===== config.mk =====
export PLATFORM = sky130hd
export DESIGN_NAME = arcade_inputs
export DESIGN_NICKNAME = d
export VERILOG_FILES = /design/src/rtl/arcade_inputs.sv
export SDC_FILE = /design/constraint.sdc
export NUM_CORES = 1
export LEC_CHECK = 0
export BUFFER_PORTS_ARGS = -buffer_cell sky130_fd_sc_hd__buf_2
export CORE_ASPECT_RATIO = 1.5
export CORE_UTILIZATION = 35
export DETAILED_ROUTE_END_ITERATION = 12
export PLACE_DENSITY = 0.65
export SYNTH_ARGS = -nofsm -noshare
export SYNTH_HDL_FRONTEND = slang
export SYNTH_SLANG_ARGS = --single-unit
export TNS_END_PERCENT = 50

===== constraint.sdc =====
create_clock -name CLK_32M -period 2.29 [get_ports CLK_32M]
set_input_delay 0.229 -clock CLK_32M [delete_from_list [all_inputs] [get_ports CLK_32M]]
set_output_delay 0.229 -clock CLK_32M [all_outputs]
set_load 0.03 [all_outputs]

===== src/rtl/arcade_inputs.sv =====
// arcade_inputs: merges PS/2 keys and HPS pads into active-low arcade controls with
// coin pulse shaping and DIP storage. Optional autofire on button 0: ARCADE_INPUTS_AUTOFIRE_EN.
module arcade_inputs #(
    parameter int NUM_PLAYERS     = 2,
    parameter int NUM_BUTTONS     = 4,
    parameter int DIP_BYTES       = 8,
    parameter int COIN_HOLD       = 1600000,
    parameter int AUTOFIRE_PERIOD = 2133333
) (
    input  logic                               CLK_32M,
    input  logic                               reset_n,
    input  logic [10:0]                        ps2_key,
    input  logic [16*NUM_PLAYERS-1:0]          joystick,
    input  logic                               ioctl_wr,
    input  logic [7:0]                         ioctl_index,
    input  logic [24:0]                        ioctl_addr,
    input  logic [7:0]                         ioctl_dout,
    input  logic [NUM_PLAYERS-1:0]             coin_lock,
    input  logic [NUM_PLAYERS-1:0]             autofire_en,
    output logic [4*NUM_PLAYERS-1:0]           p_joystick,
    output logic [NUM_BUTTONS*NUM_PLAYERS-1:0] p_buttons,
    output logic [NUM_PLAYERS-1:0]             start,
    output logic [NUM_PLAYERS-1:0]             coin,
    output logic                               pause,
    output logic [8*DIP_BYTES-1:0]             dip_sw
);

    // Key state bits 0..7 mirror pad bits 0..7 of player 1 so they can be OR-ed directly.
    localparam int K_START1 = 8;
    localparam int K_COIN1  = 9;
    localparam int K_PAUSE  = 10;
    localparam int K_START2 = 11;
    localparam int K_COIN2  = 12;

    localparam int CNT_W = (COIN_HOLD > 0) ? $clog2(COIN_HOLD + 1) : 1;

    localparam logic [0:0] ST_IDLE = 1'b0;
    localparam logic [0:0] ST_HOLD = 1'b1;

    logic        ps2_tgl_r;
    logic [12:0] keys_r;
    logic [12:0] key_mask_s;
    logic        key_evt_s;
    logic        pad_pause_s;
    logic        pause_r;
    logic [8*DIP_BYTES-1:0] dip_r = {(8*DIP_BYTES){1'b0}};
    logic        unused_s;

    assign key_evt_s = ps2_key[10] ^ ps2_tgl_r;

    // Scan code to key-state bit decode
    always_comb begin
        key_mask_s = 13'h0000;
        case (ps2_key[7:0])
            8'h74:   key_mask_s = 13'h0001;
            8'h6B:   key_mask_s = 13'h0002;
            8'h72:   key_mask_s = 13'h0004;
            8'h75:   key_mask_s = 13'h0008;
            8'h14:   key_mask_s = 13'h0010;
            8'h11:   key_mask_s = 13'h0020;
            8'h29:   key_mask_s = 13'h0040;
            8'h12:   key_mask_s = 13'h0080;
            8'h16:   key_mask_s = 13'h0100;
            8'h2E:   key_mask_s = 13'h0200;
            8'h4D:   key_mask_s = 13'h0400;
            8'h1E:   key_mask_s = (NUM_PLAYERS > 1) ? 13'h0800 : 13'h0000;
            8'h36:   key_mask_s = (NUM_PLAYERS > 1) ? 13'h1000 : 13'h0000;
            default: key_mask_s = 13'h0000;
        endcase
    end

    // Held-key tracking; the toggle is resynced in reset so no stale event replays
    always_ff @(posedge CLK_32M) begin
        if (!reset_n) begin
            ps2_tgl_r <= ps2_key[10];
            keys_r    <= 13'h0000;
        end else begin
            ps2_tgl_r <= ps2_key[10];
            if (key_evt_s) begin
                keys_r <= ps2_key[9] ? (keys_r | key_mask_s) : (keys_r & ~key_mask_s);
            end
        end
    end

    // Pause request from any pad
    always_comb begin
        pad_pause_s = 1'b0;
        for (int p = 0; p < NUM_PLAYERS; p++) begin
            pad_pause_s = pad_pause_s | joystick[16*p+14];
        end
    end

    // Pause output register
    always_ff @(posedge CLK_32M) begin
        if (!reset_n) begin
            pause_r <= 1'b0;
        end else begin
            pause_r <= keys_r[K_PAUSE] | pad_pause_s;
        end
    end

    assign pause = pause_r;

    // DIP bytes survive reset so OSD settings persist
    always_ff @(posedge CLK_32M) begin
        if (ioctl_wr && (ioctl_index == 8'd254) && (ioctl_addr < 25'(DIP_BYTES))) begin
            dip_r[{ioctl_addr[2:0], 3'b000} +: 8] <= ioctl_dout;
        end
    end

    assign dip_sw = dip_r;

    for (genvar p = 0; p < NUM_PLAYERS; p++) begin : g_player
        logic [15:0]            key_word_s;
        logic [15:0]            ctl_s;
        logic                   btn0_s;
        logic [NUM_BUTTONS-1:0] btn_s;
        logic [NUM_BUTTONS-1:0] btn_field_s;
        logic [3:0]             joy_r;
        logic [NUM_BUTTONS-1:0] btn_r;
        logic                   start_r;
        logic                   unused_ctl_s;

        // Keyboard contribution laid out in pad-word bit positions
        always_comb begin
            key_word_s = 16'h0000;
            if (p == 0) begin
                key_word_s = {2'b00, keys_r[K_COIN1], keys_r[K_START1], 4'h0, keys_r[7:0]};
            end else if (p == 1) begin
                key_word_s = {2'b00, keys_r[K_COIN2], keys_r[K_START2], 12'h000};
            end else begin
                key_word_s = 16'h0000;
            end
        end

        assign ctl_s        = joystick[16*p +: 16] | key_word_s;
        assign unused_ctl_s = ^ctl_s;

`ifdef ARCADE_INPUTS_AUTOFIRE_EN
        localparam int AF_W = (AUTOFIRE_PERIOD > 1) ? $clog2(AUTOFIRE_PERIOD + 1) : 1;

        logic            af_phase_r;
        logic [AF_W-1:0] af_cnt_r;

        // Autofire phase: asserted half first, cleared whenever the button is released
        always_ff @(posedge CLK_32M) begin
            if (!reset_n) begin
                af_phase_r <= 1'b0;
                af_cnt_r   <= {AF_W{1'b0}};
            end else if (ctl_s[4] && autofire_en[p]) begin
                if (af_cnt_r == AF_W'(AUTOFIRE_PERIOD - 1)) begin
                    af_cnt_r   <= {AF_W{1'b0}};
                    af_phase_r <= ~af_phase_r;
                end else begin
                    af_cnt_r <= af_cnt_r + AF_W'(1);
                end
            end else begin
                af_phase_r <= 1'b0;
                af_cnt_r   <= {AF_W{1'b0}};
            end
        end

        assign btn0_s = ctl_s[4] & ~(autofire_en[p] & af_phase_r);
`else
        assign btn0_s = ctl_s[4];
`endif

        // Button field is reversed so button 0 lands in the MSB
        always_comb begin
            btn_s       = ctl_s[4 +: NUM_BUTTONS];
            btn_s[0]    = btn0_s;
            btn_field_s = {NUM_BUTTONS{1'b1}};
            for (int b = 0; b < NUM_BUTTONS; b++) begin
                btn_field_s[NUM_BUTTONS-1-b] = ~btn_s[b];
            end
        end

        // Active-low control output registers
        always_ff @(posedge CLK_32M) begin
            if (!reset_n) begin
                joy_r   <= 4'hF;
                btn_r   <= {NUM_BUTTONS{1'b1}};
                start_r <= 1'b1;
            end else begin
                joy_r   <= ~ctl_s[3:0];
                btn_r   <= btn_field_s;
                start_r <= ~ctl_s[12];
            end
        end

        assign p_joystick[4*(NUM_PLAYERS-1-p) +: 4]                     = joy_r;
        assign p_buttons[NUM_BUTTONS*(NUM_PLAYERS-1-p) +: NUM_BUTTONS] = btn_r;
        assign start[p]                                                  = start_r;

        if (COIN_HOLD > 0) begin : g_coin
            logic [0:0]       coin_st_r;
            logic [CNT_W-1:0] coin_cnt_r;
            logic             coin_prev_r;
            logic             coin_r;
            logic             coin_rise_s;

            assign coin_rise_s = ctl_s[13] & ~coin_prev_r;

            // Coin pulse FSM: edges seen while holding are dropped, lock only gates new pulses
            always_ff @(posedge CLK_32M) begin
                if (!reset_n) begin
                    coin_st_r   <= ST_IDLE;
                    coin_cnt_r  <= {CNT_W{1'b0}};
                    coin_prev_r <= ctl_s[13];
                    coin_r      <= 1'b1;
                end else begin
                    coin_prev_r <= ctl_s[13];
                    case (coin_st_r)
                        ST_IDLE: begin
                            if (coin_rise_s && !coin_lock[p]) begin
                                coin_st_r  <= ST_HOLD;
                                coin_cnt_r <= CNT_W'(COIN_HOLD);
                                coin_r     <= 1'b0;
                            end
                        end
                        ST_HOLD: begin
                            coin_cnt_r <= coin_cnt_r - CNT_W'(1);
                            if (coin_cnt_r == CNT_W'(1)) begin
                                coin_st_r <= ST_IDLE;
                                coin_r    <= 1'b1;
                            end
                        end
                        default: begin
                            coin_st_r  <= ST_IDLE;
                            coin_cnt_r <= {CNT_W{1'b0}};
                            coin_r     <= 1'b1;
                        end
                    endcase
                end
            end

            assign coin[p] = coin_r;
        end else begin : g_no_coin
            assign coin[p] = 1'b1;
        end
    end

`ifdef ARCADE_INPUTS_AUTOFIRE_EN
    assign unused_s = ^{ps2_key[8], keys_r, coin_lock};
`else
    assign unused_s = ^{ps2_key[8], keys_r, coin_lock, autofire_en};
`endif

endmodule


==> impl_metrics.toml, run 1 <==
[global_routing]
grt_start_max_net_pins = 38
grt-ovfl-total = 0
grt_pass1_wl_mm = 23.25
grt_antenna_before_repair = 0
grtUsageTotal = 0.1735
grt_pass1_vias = 4700

[clock_tree]
clk_latency_ps = 410
cts_tree = "done"
cts_root_buf = "clkbuf_16"
h-tree-depth = 4
clock_path_buffers = 2
cts_buffers = 17
cts_resized = 0
cts.sinks = 145
cts_setup_buffers = 0
postCtsHoldBufs = 16
clk_pin_slew_ps = 60

[min_path]
min_from = "joystick[4]"
min_to = "g_player[0].btn_r[3]$_SDFF_PN1_"
hold_depth = 2
hold_path.class = "primary input to flop"

[final_layout]
n_antenna_cell = 0
drive_gt1_frac = 0.3058
syn_to_final_growth_pct = 31.80
finalNetCount = 847
final_cell_area_um2 = 7955
layout.cells.non_filler = 972
fill_cells = 1590
fin_util = 0.4725

[place]
place_ws_ps = 60.00
gp_congestion = 0.8062
hpwl_mm = 11.20
portBuffers = 162
dp_cells = 925
placed_cell_area_um2 = 7194

[setup_path]
crit_required_ps = 2630
critPathMaxStageDelay_ps = 530
path_class = "flop to flop"
start_kind = "flop"
r2r_slack_ps = 320
slowest_stage = "or3b_2"
crit_path_cell_trace = "or3b_2 > or3_1 > or4_1 > a21oi_1"
path_max_fanout = 9
reg2reg_depth = 4
reg2reg_from = "g_player[1].g_coin.coin_st_r$_SDFF_PN0_"
worstPathArrival_ps = 2310
r2r_end = "g_player[1].g_coin.coin_cnt_r[15]$_SDFFE_PN0P_"
cp-end-kind = "flop"

[pwr]
p_per_area_nw_per_um2 = 787.1
p_total_mw = 6.262
p_leak_nw = 2.976
vdd_ir_drop_max_mv = 0.5316

[floorplanning]
floorplan.initialDensity = 0.3585
rows = 58
die_area_um2 = 17780
die_h_um = 162.8
fp.dieW_um = 109.2
coreArea_um2 = 16840
io_pins = 176

[drt]
drt-total-wl_mm = 14.95
avgRoutedWirePerCell_um = 15.38
ant_nets = 0
drtIter0Drc = 228
post-route-drc-count = 0
dr_total_vias = 4963
first_pass_iters = 4
vias_per_cell = 5.106

[sta]
setup_viol = 0
max_freq_mhz = 507.8
hold_violations = 0
report.final.slew_viol_count = 0
max_slew.worst_pin.slew_ps = 639.0
rsz0062_at_grt = "no"
min_period_ps = 1969
fin_tns_setup_ps = 0
finClkSkew_ps = 9.206
hold_slack_ps = 8.234
slew_headroom = 0.5727
layout_setup_ws_ps = 320.5
fin_crit_sh = 0.8600

[run_status]
outcome = "complete, no violations"

[yosys]
syn_nets = 647
synth_edf_count = 64
synthesis.area_um2 = 6036
netlist-cell-type-count = 52
synth-seq-area-share = 0.5871
synth_area_per_cell_um2 = 10.97
yosys_register_bits = 145
synth-async-reset-ratio = 0
ys.flop_type = "dfxtp_1"
yosys_warnings = 0
netlist_instances = 550

[flow_run]
drv_cap = 0
==> registers in the layout (all words and copies together), names as in the netlist, named ones only <==
name	flops
ps2_tgl_r	1
dip_sw	64
pause	1
g_player.g_coin.coin_st_r	2
g_player.joy_r	8
g_player.start_r	2
g_player.g_coin.coin_r	2
g_player.g_coin.coin_cnt_r	42
g_player.btn_r	8
g_player.g_coin.coin_prev_r	2
==> critical path: cells and delay by family (launching register included) <==
family	cells	cell delay [ps]
DFF	1	490
and+or+nand+nor	3	1270
AOI/OAI and AO/OA	1	140
==> where the power goes <==
part           internal, mW  total, mW  switching [mW]
sequential             2.77       2.83          0.0673
clock                  1.73       2.78            1.05
combinational         0.270      0.645           0.375
total                  4.77       6.26            1.49
==> layer usage <==
metal | GRT usage | vias up | part of all wire | wire length [um]
li1 | - | 2448 | - | -
met1 | 0.1749 | 2310 | 0.38 | 5672
met2 | 0.3336 | 178 | 0.54 | 8110
met3 | 0.03882 | 27 | 0.056 | 831
met4 | 0.07030 | 0 | 0.022 | 336
met5 | 0 | - | 0 | 0
==> synthesized netlist by cell type, drive strengths merged (2+ instances only) <==
cell / number / share of area
nand4b: 3 / 0.0044
edfxtp: 64 / 0.32
and2: 60 / 0.062
a211oi: 5 / 0.0062
o2111ai: 3 / 0.0044
clkbuf: 17 / 0.011
nor4b: 4 / 0.0068
a21o: 3 / 0.0037
xnor2: 3 / 0.0044
and4: 2 / 0.0029
nand2: 22 / 0.014
nand3: 16 / 0.013
a311oi: 7 / 0.010
inv: 16 / 0.010
o41ai: 4 / 0.0058
a21bo: 2 / 0.0033
or3: 9 / 0.0093
or4: 13 / 0.017
buf: 6 / 0.0077
o31ai: 3 / 0.0037
o21ai: 14 / 0.012
xor2: 6 / 0.0087
nor2b: 5 / 0.0052
dfxtp: 81 / 0.27
o311ai: 8 / 0.012
nor4: 17 / 0.018
o311a: 3 / 0.0050
and3b: 2 / 0.0029
or2: 8 / 0.0083
o211ai: 10 / 0.012
nand3b: 3 / 0.0037
mux2i: 8 / 0.013
and3: 7 / 0.0073
nand4: 10 / 0.010
ha: 6 / 0.012
nand2b: 8 / 0.0083
or3b: 2 / 0.0029
nor2: 40 / 0.025
nor3: 19 / 0.016
a21oi: 23 / 0.019
==> cell usage in the layout, fill, tap and decap left out, types with 6 or more instances in the layout <==
cell	synthesis	final
edfxtp_1	64	64
nor2_1	40	40
clkbuf_16	0	17
xor2_1	6	6
nand2b_1	8	8
or3_1	9	9
nor3_1	19	19
nand3_1	16	16
o21ai_0	14	14
mux2i_1	8	8
or4_1	12	12
nor4_1	17	17
ha_1	6	6
buf_4	4	26
dfxtp_1	81	81
or2_2	8	8
o211ai_1	10	10
inv_1	16	16
a21oi_1	23	23
nand4_1	10	10
and2_1	60	60
o311ai_0	8	8
a311oi_1	7	7
buf_2	1	162
dlygate4sd3_1	0	16
nand2_1	22	22
and3_1	7	7
==> how the worst max path moves through the flow <==
stage	start	end	slack, ps	depth (start not counted)
floorplan	ioctl_addr[19]	dip_sw[10]$_DFFE_PP_	-10	5
global placement	ioctl_addr[12]	dip_sw[10]$_DFFE_PP_	80	7
detailed placement	ioctl_addr[12]	dip_sw[9]$_DFFE_PP_	60	7
CTS	g_player[1].g_coin.coin_st_r$_SDFF_PN0_	g_player[1].g_coin.coin_cnt_r[15]$_SDFFE_PN0P_	320	4
global route	g_player[1].g_coin.coin_st_r$_SDFF_PN0_	g_player[1].g_coin.coin_cnt_r[7]$_SDFFE_PN0P_	220	4
finish	g_player[1].g_coin.coin_st_r$_SDFF_PN0_	g_player[1].g_coin.coin_cnt_r[15]$_SDFFE_PN0P_	320	4
==> kinds of logic (layout without fill, tap and decap cells) <==
logic type	after synthesis	count (layout)	synth area share
buffers and inverters	39	251	0.02819
AOI/OAI and AO/OA	89	89	0.1030
DFF	145	145	0.5871
muxes	8	8	0.01327
xor gates and xnor gates	9	9	0.01306
and+or+nand+nor	254	254	0.2430
adders and majority gates	6	6	0.01244
==> cell type report <==
cell class	count	area, um2	area share
Clock buffer	18	439.2	0.05521
Sequential cell	145	3543	0.4454
Timing Repair Buffer	204	1166	0.1466
Inverter	16	60.06	0.007550
Multi-Input combinational cell	366	2322	0.2919
Tap cell	210	262.8	0.03303
Clock inverter	13	161.4	0.02029
(Power assumes the default switching activity.)
==> inputs of run 2 (changes only) <==
--- a/config.mk
+++ b/config.mk
@@ -6,10 +6,12 @@
 export NUM_CORES = 1
 export LEC_CHECK = 0
 export BUFFER_PORTS_ARGS = -buffer_cell sky130_fd_sc_hd__buf_2
+export CELL_PAD_IN_SITES_DETAIL_PLACEMENT = 1
+export CELL_PAD_IN_SITES_GLOBAL_PLACEMENT = 2
 export CORE_ASPECT_RATIO = 1.5
-export CORE_UTILIZATION = 35
+export CORE_UTILIZATION = 29
 export DETAILED_ROUTE_END_ITERATION = 12
-export PLACE_DENSITY = 0.65
+export PLACE_DENSITY = 0.81
 export SYNTH_ARGS = -nofsm -noshare
 export SYNTH_HDL_FRONTEND = slang
 export SYNTH_SLANG_ARGS = --single-unit
==> impl_metrics.toml, run 2 (synthesized netlist as in run 1, its figures left out) <==
[sta]
finClkSkew_ps = 5.784
max_freq_mhz = 474.8
setup_viol = 0
min_period_ps = 2106
fin_crit_sh = 0.9198
hold_slack_ps = 15.19
layout_setup_ws_ps = 183.7
slew_headroom = 0.5456
fin_tns_setup_ps = 0
report.final.slew_viol_count = 0
hold_violations = 0
rsz0062_at_grt = "no"
max_slew.worst_pin.slew_ps = 680.9

[setup_path]
path_max_fanout = 11
r2r_slack_ps = 180
reg2reg_from = "g_player[1].g_coin.coin_cnt_r[2]$_SDFFE_PN0P_"
r2r_end = "g_player[1].g_coin.coin_cnt_r[16]$_SDFFE_PN0P_"
start_kind = "flop"
cp-end-kind = "flop"
worstPathArrival_ps = 2450
crit_start = "g_player[1].g_coin.coin_cnt_r[2]$_SDFFE_PN0P_"
crit_required_ps = 2630
reg2reg_depth = 4
path_class = "flop to flop"

[clock_tree]
clock_path_buffers = 2
cts_setup_buffers = 0
cts_root_buf = "clkbuf_16"
cts_tree = "done"
clk_pin_slew_ps = 60
h-tree-depth = 4
cts_resized = 0
cts_buffers = 17
postCtsHoldBufs = 18
cts.sinks = 145
clk_latency_ps = 420

[floorplanning]
die_area_um2 = 21410
floorplan.initialDensity = 0.2956
die_h_um = 178.7
rows = 64
io_pins = 176
coreArea_um2 = 20420
fp.dieW_um = 119.8

[global_routing]
grt-ovfl-total = 0
grt_antenna_before_repair = 0
grt_pass1_vias = 5500
grt_start_max_net_pins = 38
grt_pass1_wl_mm = 27.77
grtUsageTotal = 0.1678

[pwr]
p_leak_nw = 2.995
p_sw_frac = 0.2472
power.internal_mw = 4.892
p_per_area_nw_per_um2 = 804.6
p_sw_mw = 1.606
vdd_ir_drop_max_mv = 0.3647
p_comb_frac = 0.105
p_clk_frac = 0.459
p_seq_frac = 0.436

[drt]
drtIter0Drc = 319
first_pass_iters = 4
vias_per_cell = 4.948
drt-total-wl_mm = 17.30
ant_nets = 0
avgRoutedWirePerCell_um = 16.81
post-route-drc-count = 0
dr_total_vias = 5091

[run_status]
outcome = "complete, no violations"

[final_layout]
n_antenna_cell = 0
syn_to_final_growth_pct = 33.81
drive_gt1_frac = 0.3046
final_cell_mix = "162 x buf_2, 81 x dfxtp_1, 64 x edfxtp_1"
largest_reg_flops = 64
final_cell_area_um2 = 8077
layout_commonest_cell = "buf_2"
finalNetCount = 849

[flow_run]
drv_cap = 0

[min_path]
min_from = "joystick[17]"
min_to = "g_player[1].joy_r[1]$_SDFF_PN1_"
hold_depth = 2
hold_path.class = "primary input to flop"

[place]
portBuffers = 162
gp_congestion = 0.7285
hpwl_mm = 12.98
place_ws_ps = 85.47
placed_cell_area_um2 = 7262
==> run 2: cell count changes in the layout (fill, tap and decap cells not counted), sizes merged <==
cell         change
inv              +3
bufinv           +1
dlygate4sd3      +2
clkinv           -3
==> run 2: through the flow <==
stage | std cells | total power [mW] | util
after CTS | 1029 | 6.572 | 0.3955
after floorplan | 550 | 3.273 | -
after global routing | 1029 | 6.745 | 0.3955
final | 1029 | 6.498 | 0.3955
after detailed placement | 979 | 3.551 | 0.3556
after global placement | 979 | 3.512 | 0.3556
==> run 2: worst max-delay path by stage <==
stage          slack, ps                                        endpoint
2_1_floorplan        -10                            dip_sw[10]$_DFFE_PP_
6_report             180  g_player[1].g_coin.coin_cnt_r[16]$_SDFFE_PN0P_
5_1_grt               40  g_player[1].g_coin.coin_cnt_r[16]$_SDFFE_PN0P_
3_5_place_dp          90                            dip_sw[27]$_DFFE_PP_
3_3_place_gp         110                            dip_sw[19]$_DFFE_PP_
4_1_cts              190  g_player[1].g_coin.coin_cnt_r[16]$_SDFFE_PN0P_
==> run 2: final cells by class <==
cell class | instances | area [um2]
Fill cell | 2310 | 12340
Clock inverter | 14 | 205.2
Tap cell | 264 | 330.3
Clock buffer | 18 | 429.2
Multi-Input combinational cell | 366 | 2322
Sequential cell | 145 | 3543
Timing Repair Buffer | 206 | 1186
Inverter | 16 | 60.06
==> run 2: critical path, stage by stage (launching register included) <==
cell and delay, ps:
dfxtp_1 350, or3_1 490, or4_4 610, or4_1 430
a21oi_1 160
==> run 2: power by group through the flow <==
| stage | registers (mW) | logic (mW) | clock network, mW |
|---|---|---|---|
| floorplan | 2.90 | 0.370 | 0 |
| global placement | 2.88 | 0.632 | 0 |
| detailed placement | 2.89 | 0.663 | 0 |
| CTS | 2.83 | 0.690 | 3.05 |
| global route | 2.84 | 0.754 | 3.15 |
| finish | 2.83 | 0.684 | 2.98 |
==> run 2: metal layers <==
| metal | GRT usage | wire length, um |
|---|---|---|
| met5 | 0 | 0 |
| met4 | 0.06302 | 176 |
| met3 | 0.03340 | 882 |
| met2 | 0.3413 | 9703 |
| met1 | 0.1623 | 6538 |
